===== src/rtl/ir_queue.sv =====
// ir_queue: DEPTH-entry instruction prefetch queue with opcode/operand split head, flush and sticky overflow.
// Optional same-cycle bypass from `in_i` to the head is enabled by defining IR_QUEUE_BYPASS_EN.
module ir_queue #(
   parameter int WORD_W   = 8,
   parameter int OPCODE_W = 3,
   parameter int DEPTH    = 4
) (
   input  logic                        clk_i,
   input  logic                        rst_i,
   input  logic                        flush_i,
   input  logic                        we_i,
   input  logic [WORD_W-1:0]           in_i,
   input  logic                        advance_i,
   output logic                        full_o,
   output logic                        out_valid_o,
   output logic [OPCODE_W-1:0]         out_opcode_o,
   output logic [WORD_W-OPCODE_W-1:0]  out_operand_o,
   output logic [$clog2(DEPTH):0]      count_o,
   output logic                        err_ovf_o
);
   localparam int OPERAND_W = WORD_W - OPCODE_W;
   localparam int CNT_W     = $clog2(DEPTH) + 1;
   localparam int PTR_W     = $clog2(DEPTH);

   logic [WORD_W-1:0] mem_q [DEPTH];
   logic [PTR_W-1:0]  rd_ptr_q, rd_ptr_d;
   logic [PTR_W-1:0]  wr_ptr_q, wr_ptr_d;
   logic [CNT_W-1:0]  count_q, count_d;
   logic              err_ovf_q, err_ovf_d;

   logic              empty_s, full_s, pop_s, push_s, drop_s, bypass_take_s;
   logic              valid_s;
   logic [WORD_W-1:0] word_s;

   assign empty_s = (count_q == '0);
   assign full_s  = (count_q == CNT_W'(DEPTH));

`ifdef IR_QUEUE_BYPASS_EN
   // A bypassed word consumed in the same cycle never touches storage.
   assign bypass_take_s = empty_s && we_i && advance_i && !flush_i;
`else
   assign bypass_take_s = 1'b0;
`endif

   assign pop_s  = advance_i && !empty_s && !flush_i;
   assign push_s = we_i && (!full_s || pop_s) && !flush_i && !bypass_take_s;
   assign drop_s = we_i && !push_s && !bypass_take_s && !flush_i;

   // Next-state for pointers, occupancy and the sticky overflow flag.
   always_comb begin
      rd_ptr_d  = rd_ptr_q;
      wr_ptr_d  = wr_ptr_q;
      count_d   = count_q;
      err_ovf_d = err_ovf_q;
      if (flush_i) begin
         rd_ptr_d  = '0;
         wr_ptr_d  = '0;
         count_d   = '0;
         err_ovf_d = 1'b0;
      end else begin
         if (push_s) begin
            wr_ptr_d = wr_ptr_q + PTR_W'(1);
         end else begin
            wr_ptr_d = wr_ptr_q;
         end
         if (pop_s) begin
            rd_ptr_d = rd_ptr_q + PTR_W'(1);
         end else begin
            rd_ptr_d = rd_ptr_q;
         end
         case ({push_s, pop_s})
            2'b10:   count_d = count_q + CNT_W'(1);
            2'b01:   count_d = count_q - CNT_W'(1);
            default: count_d = count_q;
         endcase
         if (drop_s) begin
            err_ovf_d = 1'b1;
         end else begin
            err_ovf_d = err_ovf_q;
         end
      end
   end

   // Control state register with synchronous reset.
   always_ff @(posedge clk_i) begin
      if (rst_i) begin
         rd_ptr_q  <= '0;
         wr_ptr_q  <= '0;
         count_q   <= '0;
         err_ovf_q <= 1'b0;
      end else begin
         rd_ptr_q  <= rd_ptr_d;
         wr_ptr_q  <= wr_ptr_d;
         count_q   <= count_d;
         err_ovf_q <= err_ovf_d;
      end
   end

   // Word storage; contents are don't-care after reset so it carries none.
   always_ff @(posedge clk_i) begin
      if (push_s && !rst_i) begin
         mem_q[wr_ptr_q] <= in_i;
      end
   end

   // Head selection and field split; fields are forced to zero while invalid.
   always_comb begin
      valid_s = !empty_s;
      word_s  = mem_q[rd_ptr_q];
`ifdef IR_QUEUE_BYPASS_EN
      if (empty_s && we_i && !flush_i) begin
         valid_s = 1'b1;
         word_s  = in_i;
      end else begin
         valid_s = !empty_s;
         word_s  = mem_q[rd_ptr_q];
      end
`endif
      if (valid_s) begin
         out_opcode_o  = word_s[WORD_W-1 -: OPCODE_W];
         out_operand_o = word_s[OPERAND_W-1:0];
      end else begin
         out_opcode_o  = '0;
         out_operand_o = '0;
      end
   end

   assign out_valid_o = valid_s;
   assign full_o      = full_s;
   assign count_o     = count_q;
   assign err_ovf_o   = err_ovf_q;

endmodule


===== config.mk =====
export PLATFORM = sky130hd
export DESIGN_NAME = ir_queue
export DESIGN_NICKNAME = d
export VERILOG_FILES = /design/src/rtl/ir_queue.sv
export SDC_FILE = /design/constraint.sdc
export NUM_CORES = 1
export LEC_CHECK = 0
export CORE_MARGIN = 5
export CORE_UTILIZATION = 53
export CTS_CLUSTER_SIZE = 28
export DETAILED_ROUTE_END_ITERATION = 8
export PLACE_DENSITY = 0.77
export RECOVER_POWER = 25
export SETUP_SLACK_MARGIN = 0.15
export SLEW_MARGIN = 30
export SYNTH_ARGS = -nofsm -noshare
export SYNTH_HDL_FRONTEND = slang
export SYNTH_SLANG_ARGS = --single-unit

===== constraint.sdc =====
create_clock -name clk_i -period 4.3 [get_ports clk_i]
set_clock_uncertainty 0.05 [all_clocks]
set_input_delay 0.86 -clock clk_i [delete_from_list [all_inputs] [get_ports clk_i]]
set_output_delay 0.86 -clock clk_i [all_outputs]
set_load 0.02 [all_outputs]

==> metrics.md, run 1 <==
| Metric | Value |
|---|---|
| Die span in x | `67.7 um` |
| Area of the core | `3280 sq um` |
| Leakage power | `0.711 nW` |
| Mapped cell area | `1760 sq um` |
| Number of standard cells in the final layout excluding fillers | `188` |
| Share of total power in combinational logic | `0.063` |
| Synth Area in XOR/XNOR | `0.0149` |
| Final HPWL DP | `2160 um` |
| Placed instance count | `180` |
| Async set-or-reset flop fraction in the synthesized netlist | `0` |
| Number of synthesized register bits | `42` |
| Layout-stage area growth over the synthesis result | `21.7%` |
| Max-capacitance violation count | `0` |
| Post-Route Utilization | `0.653` |
| Global placement routability congestion | `0.738` |
| Post-CTS Resized | `0` |
| Number of antenna violations at the first check in global routing | `0` |
| Total vias in the final route | `972` |
| Yosys top cell area share | `0.545` |
| Synth Area in Simple Gates | `0.106` |
| Proportion of synthesized chip area in sequential cells | `0.659` |
| Peak VDD IR | `0.000184 V` |
| Count of routing violations after the opening detailed-route iteration | `31` |
| Cells after Synth | `112` |
| Clock sink total | `42` |
| Proportion of synthesized area in mux cells | `0.114` |
| Area share of fa/ha/maj cells after synthesis | `0.0469` |
| Sequence of cells on the critical path | `mux4_2 -> and2b_1 -> clkdlybuf4s50_1` |
| Source-to-sink clock delay at the later pin of the worst-skew pair | `350 ps` |
| Setup repair after global routing missed its margin | `false` |
| Setup tns final | `0 ps` |
| Post CTS Setup Buffer Count | `0` |
| Worst setup slack after layout | `1140 ps` |
| Fraction of layout cells with a size suffix above 1 | `0.155` |
| Leading register cell type out of synthesis | `edfxtp_1` |
| Portion of total power attributed to sequential cells | `0.593` |
| Share of the synthesized area in compound gates (AO/OA/AOI/OAI) | `0.0270` |
| Yosys top cell by area | `edfxtp_1` |
| Number of hold-slack violations in the final timing report | `0` |
| Pin count of the biggest net entering global routing | `14` |
| Syn Area/Cell | `15.7 sq um` |
| Total setup violations reported at the end of the flow | `0` |
| Dominant combinational cell family by area after synthesis | `multiplexers` |
| Net switching fraction of the power | `0.193` |
| Aggregate routed wire length | `2950 um` |
| Post-layout min period | `3160 ps` |
| Worst min-delay path class | `reg2reg` |
| Worst setup EP type | `output port` |
| Hold-fix buffer count after cts | `0` |
| Met2 routing resource usage after global routing | `0.259` |
| Met1 usage | `0.166` |
| Crit share post-route | `0.736` |
| Router iterations before antenna repair | `4` |
| Top cells by instance count after synthesis | `edfxtp_1 (32), dfxtp_1 (10), inv_1 (8), mux4_2 (8), nor2_1 (8)` |
| Total internal power | `0.602 mW` |
| Clk pin slew, worst setup/hold paths | `110 ps` |
| Count of pins over their slew limit | `0` |
| WS Path Type | `reg2out` |
| Antenna-violating nets left | `0` |
| Met3 Resource Use GR | `0.0433` |
| Synth area leaders | `edfxtp_1 (55%), dfxtp_1 (11%), mux4_2 (10%)` |
| Via-per-instance ratio | `5.17` |
| Nets@finish | `160` |
| Std cell rows | `21` |
| Slew at the pin closest to its max-slew limit | `737 ps` |
| Yosys warning count | `0` |
| Total Die Area | `4580 sq um` |
| Number of buffers added by the clock tree synthesis step | `5` |
| TritonCTS clock tree | `built` |
| Residual DRC | `0` |
| Vias in the first global route | `1047` |
| Clock group share of total power | `0.345` |
| Boundary pin count | `27` |
| Number of buffer and inverter stages on the critical path | `1` |
| Worst slew slack as a fraction of its limit | `0.507` |
| Initial core utilization | `0.536` |
| Run status | `complete, no violations` |
| Power per Cell Area | `348 nW/um^2` |
| CP max stage delay | `660 ps` |
| Highest fanout seen on the critical path | `8` |
| Number of buffers added on ports | `26` |
| CTS Buffer Depth | `2` |
| Routed WL per cell | `15.7 um` |
| Clock H-tree levels | `2` |
| Top delay family on crit path | `flip-flops` |
| Required time worst endpoint | `3390 ps` |
| Most common cell in the netlist | `edfxtp_1` |
| Kind of launch point of the worst setup path | `flip-flop` |
| Mapped Nets | `131` |
| Peak clock frequency supported by timing | `316 MHz` |
| Number of distinct library cells after synthesis | `24` |
| Post-Place Setup Slack | `1150 ps` |
| Reported net switching power | `0.144 mW` |
| Root buf cell | `clkbuf_4` |
| Critical-path cell with the highest stage delay | `dfxtp_1` |
| All-Layer GR Usage | `0.150` |
| Global-route wire length before repair | `4810 um` |
| Arrival time of the worst setup path | `2250 ps` |
| Antenna cell count | `0` |
| Number of enable flip-flop cells after synthesis | `32` |
| GRT overflow | `0` |
| Highest-utilization routing layer at the global route stage | `met2` |
| Die boundary height | `67.7 um` |
## final timing paths
path              slack (ps)                 endpoint  depth (start not counted)                    start
setup / recovery        1140          out_opcode_o[2]                          3                flip-flop
hold / removal           460   err_ovf_o$_SDFFE_PP0P_                          2   err_ovf_o$_SDFFE_PP0P_
setup reg to reg        1850  count_o[2]$_SDFFE_PP0P_                          8  count_o[2]$_SDFFE_PP0P_
hold reg to reg          460   err_ovf_o$_SDFFE_PP0P_                          2   err_ovf_o$_SDFFE_PP0P_
## logic make-up (layout without fill, tap and decap cells)
family,after synthesis,after routing
AO/OA/AOI/OAI,8,8
XOR/XNOR,3,3
adder cells (fa/ha/maj),6,6
buffers and inverters,13,43
flip-flops,42,42
multiplexers,10,10
AND/OR/NAND/NOR,30,30
## metal layers
layer / wire length, um / vias to the layer above
li1: - / 465
met1: 1150 / 480
met2: 1590 / 24
met3: 166 / 3
met4: 31 / 0
met5: 0 / -
## per-stage QoR
| step | power, mW | cell area (sq um) | hold WS [ps] |
|---|---|---|---|
| 2_1_floorplan | 0.474 | 1760 | 409 |
| 3_3_place_gp | 0.498 | 2060 | 411 |
| 3_5_place_dp | 0.500 | 2060 | 423 |
| 4_1_cts | 0.756 | 2140 | 465 |
| 5_1_grt | 0.777 | 2140 | 503 |
| 6_report | 0.747 | 2140 | 456 |
## worst register-to-register path, cell delays in order (launching register included)
cell,delay [ps]
dfxtp_1,410
nor3b_2,270
a211o_1,360
ha_1,260
inv_1,70
fa_1,380
xor2_1,150
or3_1,300
a21oi_1,140
## cells in the final DEF, fill, tap and decap left out, types with 6 or more instances in the layout
cell / instances
dfxtp_1: 10
nor2b_1: 7
edfxtp_1: 32
inv_1: 8
mux4_2: 8
nor2_1: 8
clkdlybuf4s50_1: 20
dlygate4sd3_1: 6
## state kept, by name, indices dropped and copies added, names as in the netlist, named ones only
signal     flops
err_ovf_o      1
mem_q         32
count_o        3
wr_ptr_q       2
rd_ptr_q       2
## power groups by stage
stage	logic (mW)	registers (mW)	clock network (mW)
final	0.0468	0.442	0.257
after global routing	0.0511	0.443	0.283
after CTS	0.0487	0.443	0.265
after detailed placement	0.0485	0.452	0
after global placement	0.0463	0.451	0
after floorplan	0.0229	0.451	0
## final cells by class
| type | count | area (sq um) |
|---|---|---|
| clock buffers | 7 | 55.1 |
| well taps | 46 | 57.6 |
| repair buffers | 27 | 268 |
| clock inverters | 1 | 30.0 |
| multi-input cells | 57 | 543 |
| inverters | 8 | 30.0 |
| fillers | 247 | 1140 |
| flip-flops and latches | 42 | 1160 |
No activity file was read; power rests on OpenSTA's default activity.
==> inputs of run 2 (changes only) <==
Settings changed: CORE_UTILIZATION 53 to 47, PLACE_DENSITY 0.77 to 0.72.
Clock period 4.3 ns to 2.7 ns, I/O delays scaled along.
==> run 2 against run 1 <==
Effect of this change:
- hold slack got worse by 19 ps
- die area grew 11%
- count of clock-buffer cells in the layout unchanged
- core utilization decreased by 4.7 points
- largest cell class unchanged
==> metrics.md, run 2 (synthesis gave the netlist of run 1 again) <==
| Metric | Value |
|---|---|
| Run status | `complete, no violations` |
| Clock H-tree levels | `2` |
| Count of routing violations after the opening detailed-route iteration | `34` |
| Die span in x | `71.2 um` |
| Routed WL per cell | `15.6 um` |
| Power per Cell Area | `570 nW/um^2` |
| Total of fill cells in the finished design | `287` |
| Total Die Area | `5070 sq um` |
| Global placement routability congestion | `0.684` |
| Max reg flops | `32` |
| Register with the most flip-flops | `mem_q` |
| Die boundary height | `71.2 um` |
| Root buf cell | `clkbuf_8` |
| All-Layer GR Usage | `0.137` |
| Residual DRC | `0` |
| Final HPWL DP | `2150 um` |
| Total internal power | `1.01 mW` |
| Area of the core | `3630 sq um` |
| Via-per-instance ratio | `5.04` |
| Cell area after placement | `2110 sq um` |
| Worst reg2reg path startpoint | `count_o[2]$_SDFFE_PP0P_` |
| Source-to-sink clock delay at the later pin of the worst-skew pair | `290 ps` |
| Setup repair after global routing missed its margin | `false` |
| Total vias in the final route | `987` |
| Worst min-delay path class | `reg2reg` |
| Max-capacitance violation count | `0` |
| Number of hold-slack violations in the final timing report | `0` |
| Antenna-violating nets left | `0` |
| Crit share post-route | `0.898` |
| Setup tns final | `0 ps` |
| Sequential cell area | `1160 sq um` |
| Worst setup EP type | `output port` |
| Post CTS Setup Buffer Count | `0` |
| Kind of launch point of the worst setup path | `flip-flop` |
| Layout-stage area growth over the synthesis result | `25.1%` |
| Share of total power in combinational logic | `0.060` |
| Std cell rows | `22` |
| Clock sink total | `42` |
| Pin count of the biggest net entering global routing | `13` |
| Arrival time of the worst setup path | `1840 ps` |
| Aggregate routed wire length | `3060 um` |
| Highest fanout seen on the critical path | `8` |
| Boundary pin count | `27` |
| Initial core utilization | `0.485` |
| Leakage power | `0.786 nW` |
| Fraction of layout cells with a size suffix above 1 | `0.182` |
| Global-route wire length before repair | `5150 um` |
| Peak VDD IR | `0.000226 V` |
| Slew at the pin closest to its max-slew limit | `410 ps` |
| Required time worst endpoint | `2110 ps` |
| Path depth of the worst reg2reg path | `8` |
| WS Path Type | `reg2out` |
| Clock group share of total power | `0.380` |
| Clk pin slew, worst setup/hold paths | `70 ps` |
| CTS Buffer Depth | `2` |
| Critical R2R Capture | `count_o[2]$_SDFFE_PP0P_` |
| Portion of total power attributed to sequential cells | `0.560` |
| Most common cell after layout, fill and taps aside | `edfxtp_1` |
| Peak clock frequency supported by timing | `412 MHz` |
| Number of antenna violations at the first check in global routing | `0` |
| TritonCTS clock tree | `built` |
| Net switching fraction of the power | `0.193` |
| Number of buffers added by the clock tree synthesis step | `5` |
| Vias in the first global route | `1045` |
| Number of buffers added on ports | `26` |
| Antenna cell count | `0` |
| Count of pins over their slew limit | `0` |
| Reported net switching power | `0.242 mW` |
| Router iterations before antenna repair | `4` |
| Worst slew slack as a fraction of its limit | `0.724` |
| Nets@finish | `166` |
| Worst-case register-to-register setup slack | `500 ps` |
| Final std cell area, no fill | `2200 sq um` |
| Capturing instance or port of the critical path | `out_opcode_o[2]` |
| Commonest cells after routing, fill and taps aside | `edfxtp_1 (32), clkdlybuf4s50_1 (12), dfxtp_1 (10)` |
| Total setup violations reported at the end of the flow | `0` |
| GRT overflow | `0` |
| Post-layout min period | `2430 ps` |
| Total area of multi-input combinational cells | `543 sq um` |
[run 2: cell count changes in the layout (fill, tap and decap cells not counted), sizes merged]
cell,before,now
buf,1,7
clkdlybuf4s50,20,12
dlygate4sd2,0,8
[run 2: layout make-up]
class | instances | share of cell area
inverter | 8 | 0.0136
tap | 48 | 0.0273
multi-input combinational | 57 | 0.246
clock inverter | 1 | 0.0136
sequential | 42 | 0.527
clock buffer | 7 | 0.0346
timing repair buffer | 33 | 0.137
[run 2: how the worst min path moves through the flow]
stage                             start  slack [ps]                       end  depth (start not counted)
6_report         err_ovf_o$_SDFFE_PP0P_         440    err_ovf_o$_SDFFE_PP0P_                          2
5_1_grt          err_ovf_o$_SDFFE_PP0P_         490    err_ovf_o$_SDFFE_PP0P_                          2
4_1_cts          err_ovf_o$_SDFFE_PP0P_         440    err_ovf_o$_SDFFE_PP0P_                          2
3_5_place_dp     err_ovf_o$_SDFFE_PP0P_         420    err_ovf_o$_SDFFE_PP0P_                          2
3_3_place_gp   rd_ptr_q[1]$_SDFFE_PP0P_         420  rd_ptr_q[1]$_SDFFE_PP0P_                          2
2_1_floorplan  rd_ptr_q[1]$_SDFFE_PP0P_         410                 flip-flop                          2
[run 2: per-stage QoR]
step	worst slack [ps]	total power, mW	instances	hold slack (ps)	utilization
CTS	239	1.27	196	444	0.606
floorplan	176	0.755	112	409	-
finish	274	1.26	196	437	0.606
global route	208	1.31	196	487	0.606
global placement	169	0.795	188	424	0.580
detailed placement	90.2	0.798	188	424	0.580
[run 2: power by group through the flow]
stage	sequential [mW]	clock [mW]	combinational (mW)
floorplan	0.719	0	0.0364
global placement	0.718	0	0.0776
detailed placement	0.718	0	0.0800
CTS	0.704	0.487	0.0779
global route	0.704	0.519	0.0826
finish	0.704	0.477	0.0752
[run 2: repair_timing]
action | in CTS | in global routing
hold buffers | 0 | 0
resized for setup | 8 | 0
endpoints found under the setup margin | 8 | 0
[run 2: layer usage]
metal	wire [um]	global-route usage	vias to the layer above
met3	162	0.0533	6
met1	1310	0.168	485
met4	48	0.0501	0
li1	-	-	477
met5	0	0	-
met2	1540	0.219	19
[run 2: critical path, stage by stage, from the launching register on]
cell and delay [ps]:
dfxtp_1 320, buf_4 210, mux4_2 520, and2b_1 170, dlygate4sd2_1 310
